[src/rtl/cpu_sequencer.sv]
// Multi-cycle FETCH/DECODE/EXEC/WB sequencer for the 16-bit accumulator CPU.
// Owns the program counter and emits one-cycle Moore load strobes and ALU controls.
module cpu_sequencer #(
  parameter int ADDR_W = 4,
  parameter int DATA_W = 16,
  parameter int CNT_W  = 8
) (
  input  logic              clk,
  input  logic              reset,
  input  logic              start,
  input  logic [DATA_W-1:0] instr,
  output logic [ADDR_W-1:0] pc,
  output logic              ir_load,
  output logic              dr_load,
  output logic [12:0]       imm,
  output logic [2:0]        alu_op,
  output logic              alu_sub,
  output logic              acc_load,
  output logic              acc_sel,
  output logic              out_load,
  output logic              busy,
  output logic              halted,
  output logic [CNT_W-1:0]  instr_count
);

  typedef enum logic [2:0] {
    S_IDLE   = 3'd0,
    S_FETCH  = 3'd1,
    S_DECODE = 3'd2,
    S_EXEC   = 3'd3,
    S_WB     = 3'd4,
    S_HALT   = 3'd5
  } state_t;

  localparam logic [2:0]        OP_LDI = 3'b101;
  localparam logic [2:0]        OP_JMP = 3'b110;
  localparam logic [2:0]        OP_HLT = 3'b111;
  localparam logic [ADDR_W-1:0] PC_ONE = ADDR_W'(1);
  localparam logic [CNT_W-1:0]  CNT_ONE = CNT_W'(1);

  // Opcode to {alu_sub, alu_op}; LDI/JMP/HLT drive a neutral zero.
  function automatic logic [3:0] alu_decode(input logic [2:0] op);
    logic [3:0] r;
    case (op)
      3'b000:  r = 4'b0000;
      3'b001:  r = 4'b1000;
      3'b010:  r = 4'b0010;
      3'b011:  r = 4'b0011;
      3'b100:  r = 4'b0100;
      default: r = 4'b0000;
    endcase
    return r;
  endfunction

  state_t            state_r, state_next_s;
  logic [DATA_W-1:0] ir_r, ir_next_s;
  logic [ADDR_W-1:0] pc_r, pc_next_s;
  logic [CNT_W-1:0]  cnt_r, cnt_next_s;
  logic [2:0]        op_s, op_next_s;
  logic [3:0]        alu_dec_s;
  logic              ir_load_s, dr_load_s, alu_sub_s, acc_load_s, acc_sel_s;
  logic              out_load_s, busy_s, halted_s;
  logic [2:0]        alu_op_s;

  assign op_s = ir_r[DATA_W-1 -: 3];

  // Next state, program counter, instruction register and retired counter.
  always_comb begin
    state_next_s = state_r;
    ir_next_s    = ir_r;
    pc_next_s    = pc_r;
    cnt_next_s   = cnt_r;
    case (state_r)
      S_IDLE, S_HALT: begin
        if (start) begin
          state_next_s = S_FETCH;
          pc_next_s    = '0;
          cnt_next_s   = '0;
        end else begin
          state_next_s = state_r;
        end
      end
      S_FETCH: begin
        state_next_s = S_DECODE;
        ir_next_s    = instr;
      end
      S_DECODE: begin
        if (op_s == OP_HLT) begin
          state_next_s = S_HALT;
        end else begin
          state_next_s = S_EXEC;
        end
      end
      S_EXEC: state_next_s = S_WB;
      S_WB: begin
        state_next_s = S_FETCH;
        if (op_s == OP_JMP) begin
          pc_next_s = ir_r[ADDR_W-1:0];
        end else begin
          pc_next_s = pc_r + PC_ONE;
        end
        if (&cnt_r) begin
          cnt_next_s = cnt_r;
        end else begin
          cnt_next_s = cnt_r + CNT_ONE;
        end
      end
      default: state_next_s = S_IDLE;
    endcase
  end

  // Outputs for the state being entered, so they can be registered yet stay Moore.
  always_comb begin
    op_next_s  = ir_next_s[DATA_W-1 -: 3];
    alu_dec_s  = alu_decode(op_next_s);
    ir_load_s  = 1'b0;
    dr_load_s  = 1'b0;
    alu_op_s   = 3'b000;
    alu_sub_s  = 1'b0;
    acc_load_s = 1'b0;
    acc_sel_s  = 1'b0;
    out_load_s = 1'b0;
    busy_s     = 1'b0;
    halted_s   = 1'b0;
    case (state_next_s)
      S_FETCH: begin
        ir_load_s = 1'b1;
        busy_s    = 1'b1;
      end
      S_DECODE: begin
        busy_s = 1'b1;
        if (op_next_s != OP_HLT) begin
          dr_load_s = 1'b1;
        end else begin
          dr_load_s = 1'b0;
        end
      end
      S_EXEC: begin
        busy_s    = 1'b1;
        alu_op_s  = alu_dec_s[2:0];
        alu_sub_s = alu_dec_s[3];
      end
      S_WB: begin
        busy_s    = 1'b1;
        alu_op_s  = alu_dec_s[2:0];
        alu_sub_s = alu_dec_s[3];
        if (op_next_s != OP_JMP) begin
          acc_load_s = 1'b1;
          out_load_s = 1'b1;
          acc_sel_s  = (op_next_s == OP_LDI);
        end else begin
          acc_load_s = 1'b0;
          out_load_s = 1'b0;
          acc_sel_s  = 1'b0;
        end
      end
      S_HALT:  halted_s = 1'b1;
      default: busy_s = 1'b0;
    endcase
  end

  // FSM state register.
  always_ff @(posedge clk) begin
    if (!reset) begin
      state_r <= S_IDLE;
    end else begin
      state_r <= state_next_s;
    end
  end

  // Datapath-facing registers and registered strobes.
  always_ff @(posedge clk) begin
    if (!reset) begin
      ir_r     <= '0;
      pc_r     <= '0;
      cnt_r    <= '0;
      ir_load  <= 1'b0;
      dr_load  <= 1'b0;
      alu_op   <= 3'b000;
      alu_sub  <= 1'b0;
      acc_load <= 1'b0;
      acc_sel  <= 1'b0;
      out_load <= 1'b0;
      busy     <= 1'b0;
      halted   <= 1'b0;
    end else begin
      ir_r     <= ir_next_s;
      pc_r     <= pc_next_s;
      cnt_r    <= cnt_next_s;
      ir_load  <= ir_load_s;
      dr_load  <= dr_load_s;
      alu_op   <= alu_op_s;
      alu_sub  <= alu_sub_s;
      acc_load <= acc_load_s;
      acc_sel  <= acc_sel_s;
      out_load <= out_load_s;
      busy     <= busy_s;
      halted   <= halted_s;
    end
  end

  assign pc          = pc_r;
  assign imm         = ir_r[12:0];
  assign instr_count = cnt_r;

endmodule

[config.mk]
export PLATFORM = sky130hd
export DESIGN_NAME = cpu_sequencer
export DESIGN_NICKNAME = d
export VERILOG_FILES = /design/src/rtl/cpu_sequencer.sv
export SDC_FILE = /design/constraint.sdc
export NUM_CORES = 1
export LEC_CHECK = 0
export BUFFER_PORTS_ARGS = -buffer_cell sky130_fd_sc_hd__buf_2
export CAP_MARGIN = 30
export CORE_MARGIN = 2
export CORE_UTILIZATION = 51
export DETAILED_ROUTE_END_ITERATION = 10
export PLACE_DENSITY = 0.79
export SYNTH_ARGS = -nofsm -noshare
export SYNTH_HDL_FRONTEND = slang
export SYNTH_SLANG_ARGS = --single-unit
export TNS_END_PERCENT = 10
[constraint.sdc]
create_clock -name clk -period 1.95 [get_ports clk]
set_input_delay 0.39 -clock clk [delete_from_list [all_inputs] [get_ports clk]]
set_output_delay 0.39 -clock clk [all_outputs]
set_load 0.01 [all_outputs]
# Word-level counts from Yosys, hierarchy flattened
# Index checks and enable logic that the tools add are counted.
[totals]
ff_bits = 41
in_bits = 19
out_inout_bits = 36
elab_cells = 64
[op_classes]
add_sub_neg = 2
n_eq_ne = 21
n_mux = 16
reduce_logical = 12
[ops]
columns = ["cell", "n"]
rows = [
  ["$eq 3x3->1 const B", 8],
  ["$eq 3x2->1 const B", 6],
  ["$mux 16", 1],
  ["$mux 8", 2],
  ["$pmux 4 s4", 1],
  ["$pmux 8 s2", 1],
  ["$pmux 3 s5", 1],
  ["$eq 3x1->1 const B", 3],
  ["$add 8x1->8 const B", 1],
  ["$mux 4", 2],
  ["$pmux 4 s2", 1],
  ["$reduce_and 2->1", 4],
  ["$reduce_and 8->1", 1],
  ["$mux 3", 2],
  ["$ne 3x3->1 const B", 2],
  ["$reduce_and 3->1", 2],
  ["$mux 1", 5],
  ["$add 4x1->4 const B", 1],
  ["$ne 2x2->1 const B", 2],
  ["$reduce_or 2->1", 2],
  ["$reduce_or 4->1", 1],
  ["$logic_not 3->1", 1],
  ["$reduce_bool 2->1", 1],
]

# Logic depth before layout (Yosys ltp)
[logic_depth]
depth_word = 6
ltp_mapped = 6
depth_no_buf = 5

# Worst setup path before layout
# Ideal clock, no wire load.
[synth_path]
kind = "flip-flop to flip-flop"
start = "register cnt_r[0], in the netlist instr_count[0]"
end = "register cnt_r[5], in the netlist instr_count[5]"
arrival_ps = 1726
slack_ps = 154
path_stages_with_launch = 7
path_buffers = 1
synth_period_minus_slack_ps = 1796
cell_sequence = "dfxtp_1 -> ha_1 -> and3_1 -> and4_1 -> buf_2 -> or4_1 -> a21oi_1"
[synth_via]
elab_chain_len = 3
[synth_rtl]
columns = ["element", "line_no", "source"]
rows = [
  ["from (decl)", "58", "logic [CNT_W-1:0] cnt_r, cnt_next_s;"],
  ["from (signal assigned)", "189", "cnt_r <= cnt_next_s;"],
  ["$add 8x1->8 or $reduce_and 8->1 (tied branches)", "105, 102", ""],
  ["$mux 8 or $ne 2x2->1 (tied branches)", "-", ""],
  ["$pmux 8 s2 or $reduce_and 3->1 (tied branches)", "-", ""],
]
# Several ways; a longest one is shown, not always the timed one. The select of a mux whose other input is x is not followed.
# A chain may end at the register's enable or synchronous reset.

# Worst setup path in the final report
[layout_path]
start = "register cnt_r[0], in the netlist instr_count[0]"
end = "register cnt_r[7], in the netlist instr_count[7]"
# Same word-level chain as after synthesis.

==> flow_metrics.tcl <==
set metrics [dict create \
    antenna_found_initial 0 \
    grt-ovfl-total 0 \
    cellPowerDensity_nw_per_um2 711 \
    rsz0062_at_grt "no" \
    place_ws_ns 0.133 \
    finalHoldViolations 0 \
    worst_pin_slew_ns 0.486 \
    via_per_inst 5.27 \
    vias 1649 \
    p_leak_nw 0.920 \
    die_h_um 64.5 \
    setup-tns-final_ns 0 \
    end_kind "flip-flop" \
    syn-num-nets 245 \
    pwr-share-seq_pct 59.2 \
    ant_nets 0 \
    fp-row-count 21 \
    ys_seq_area_share_pct 43.9 \
    fin_worst_skew_ns 0.0161 \
    p_sw_uw 414 \
    cts-root-buf "clkbuf_4" \
    cts_made_buffers 5 \
    htreeDepth 2 \
    first_global_vias 1416 \
    fin_crit_sh_pct 89.1 \
    setup_viol 0 \
    clkTransAtPathRegs_ns 0.12 \
    yosysUniqueCellTypes 42 \
    dieArea_sq_um 4170 \
    intPower_mw 1.11 \
    drive_gt1_share_pct 26.2 \
    drv_slew 0 \
    core_sq_um 3420 \
    maxCapViolations 0 \
    io_buffers 54 \
    drt_pass1_iterations 4 \
    start_kind "flip-flop" \
    cts.repair.resized 0 \
    gp_congestion 0.838 \
    hp-class "in -> reg" \
    crit_type "reg -> reg" \
    wl_per_cell_um 11.9 \
    final_common_cell "buf_2" \
    grt_usage_pct 18.8 \
    cts.sinks 41 \
    pin_count 55 \
    stdcell_count 313 \
    layout_setup_ws_ns 0.212 \
    cts_hold_buf 0 \
    swShare_pct 27.3 \
    hpwlAfterDp_mm 2.74 \
    final_cell_mix "buf_2, dfxtp_1, nand2_1" \
    cts_tree "done" \
    synth_cells 224 \
    drt_iter0_markers 113 \
    clkPwrFrac_pct 26.4 \
    routed_wl_mm 3.74 \
    ys_seq_elements 41 \
    placed_cells 305 \
    grt_pass1_wl_mm 6.20 \
    clk_latency_ns 0.35 \
    placed_area_sq_um 2090 \
    clock_path_buffers 2 \
    nets 287 \
    ir_drop_mv 0.504 \
    cp.arrival_ns 2.03 \
    die_x_um 64.5 \
    critPathMaxFanout 12 \
    postCtsSetupBuffers 0 \
    max-slew-margin-rel_pct 66.7 \
    design_area_sq_um 2140 \
    netlist_area_sq_um 1870 \
    required_ns 2.25 \
    status "completed" \
    syn_avg_cell_area_sq_um 8.35 \
    combPwrFrac_pct 14.4 \
    initial_utilization_pct 54.7 \
    fmax_ghz 0.576 \
    drcViolationCount 0 \
    syn_to_final_growth_pct 14.3 \
    grt_max_degree 23 \
    yosysWarnings 0 \
    min_period_ns 1.74 \
    num_antenna_cells 0 \
]
==> worst max-delay path, cell delays in order (launching register included) <==
cell	delay (ns)
dfxtp_1	0.36
ha_1	0.23
and3_1	0.23
and4_4	0.23
or4_1	0.48
a21oi_1	0.14
==> sequential cells by signal, indices dropped and copies added (netlist names) <==
name,cells
dr_load,1
alu_sub,1
alu_op,3
pc,4
ir_load,1
ir_r,16
busy,1
out_load,1
instr_count,8
acc_sel,1
halted,1
state_r,3
==> cells by family (layout without fill, tap and decap cells) <==
kind of cell / count (synthesis) / after routing / share of synthesized area, %
AOI/OAI and AO/OA: 53 / 53 / 17.1
xor gates and xnor gates: 1 / 1 / 0.469
adders and majority gates: 2 / 2 / 1.34
buffers and inverters: 34 / 77 / 10.4
DFF: 41 / 41 / 43.9
muxes: 5 / 5 / 2.74
and+or+nand+nor: 88 / 88 / 24.0
==> metrics by stage <==
stage                     util (%)  power (mW)  hold WS, ns
after floorplan                  -        1.08        0.437
after global placement        61.1        1.13        0.439
after detailed placement      61.1        1.14        0.443
after global routing          62.6        1.60        0.238
final                         62.6        1.52        0.254
after CTS                     62.5        1.54        0.238
==> power groups by stage <==
stage	clock network, mW	registers, mW	logic (mW)
after floorplan	0	0.915	0.169
after global placement	0	0.918	0.216
after detailed placement	0	0.919	0.219
after CTS	0.417	0.900	0.220
after global routing	0.453	0.905	0.243
final	0.401	0.900	0.218
==> area by class of cell <==
cell class	instances	area (sq um)
multi-input cells	149	861
inverters	9	33.8
repair buffers	60	315
fillers	317	1280
clock buffers	8	48.8
well taps	46	57.6
flip-flops and latches	41	821
==> synthesized netlist by cell type (all sizes together) <==
cell,number,area (sq um)
xnor2,1,8.76
a21oi,29,145
and4,2,17.5
o21ai,4,20.0
a31oi,3,18.8
a21o,2,15.0
nor3,3,15.0
nor2b,1,6.26
a2111oi,1,15.0
o31ai,5,37.5
nor2,15,56.3
o211ai,1,7.51
a211oi,2,15.0
or4,4,30.0
or3,1,6.26
buf,21,146
dfxtp,41,821
nand2,36,135
nand3b,1,7.51
nand4,2,12.5
a22oi,1,7.51
clkinv,1,3.75
nand2b,2,12.5
o21bai,2,15.0
and2,1,6.26
and3,3,18.8
or2,1,6.26
o22ai,1,6.26
a41oi,1,8.76
nor3b,6,56.3
nand4b,3,26.3
clkbuf,4,15.0
ha,2,25.0
o22a,1,8.76
inv,8,30.0
nand3,7,35.0
mux2,1,11.3
mux2i,4,40.0
==> worst paths after layout <==
kind	slack, ns	to	depth (start not counted)	start
worst max register to register	0.21	instr_count[7]$_SDFFE_PN0P_	5	instr_count[0]$_SDFFE_PN0P_
worst max-delay path	0.21	instr_count[7]$_SDFFE_PN0P_	5	instr_count[0]$_SDFFE_PN0P_
worst min-delay path	0.25	dr_load$_SDFF_PN0_	2	instr[13]
worst min register to register	0.46	ir_r[10]$_SDFFE_PN0P_	2	ir_r[10]$_SDFFE_PN0P_
==> per-layer routing <==
metal | part of all wire [%] | wire (um) | global-route usage (%)
met1 | 47 | 1770 | 24.0
met2 | 45 | 1700 | 30.6
met3 | 5.8 | 217 | 5.38
met4 | 1.3 | 48 | 6.38
met5 | 0 | 0 | 0
Power figures use the tool's default switching activity.
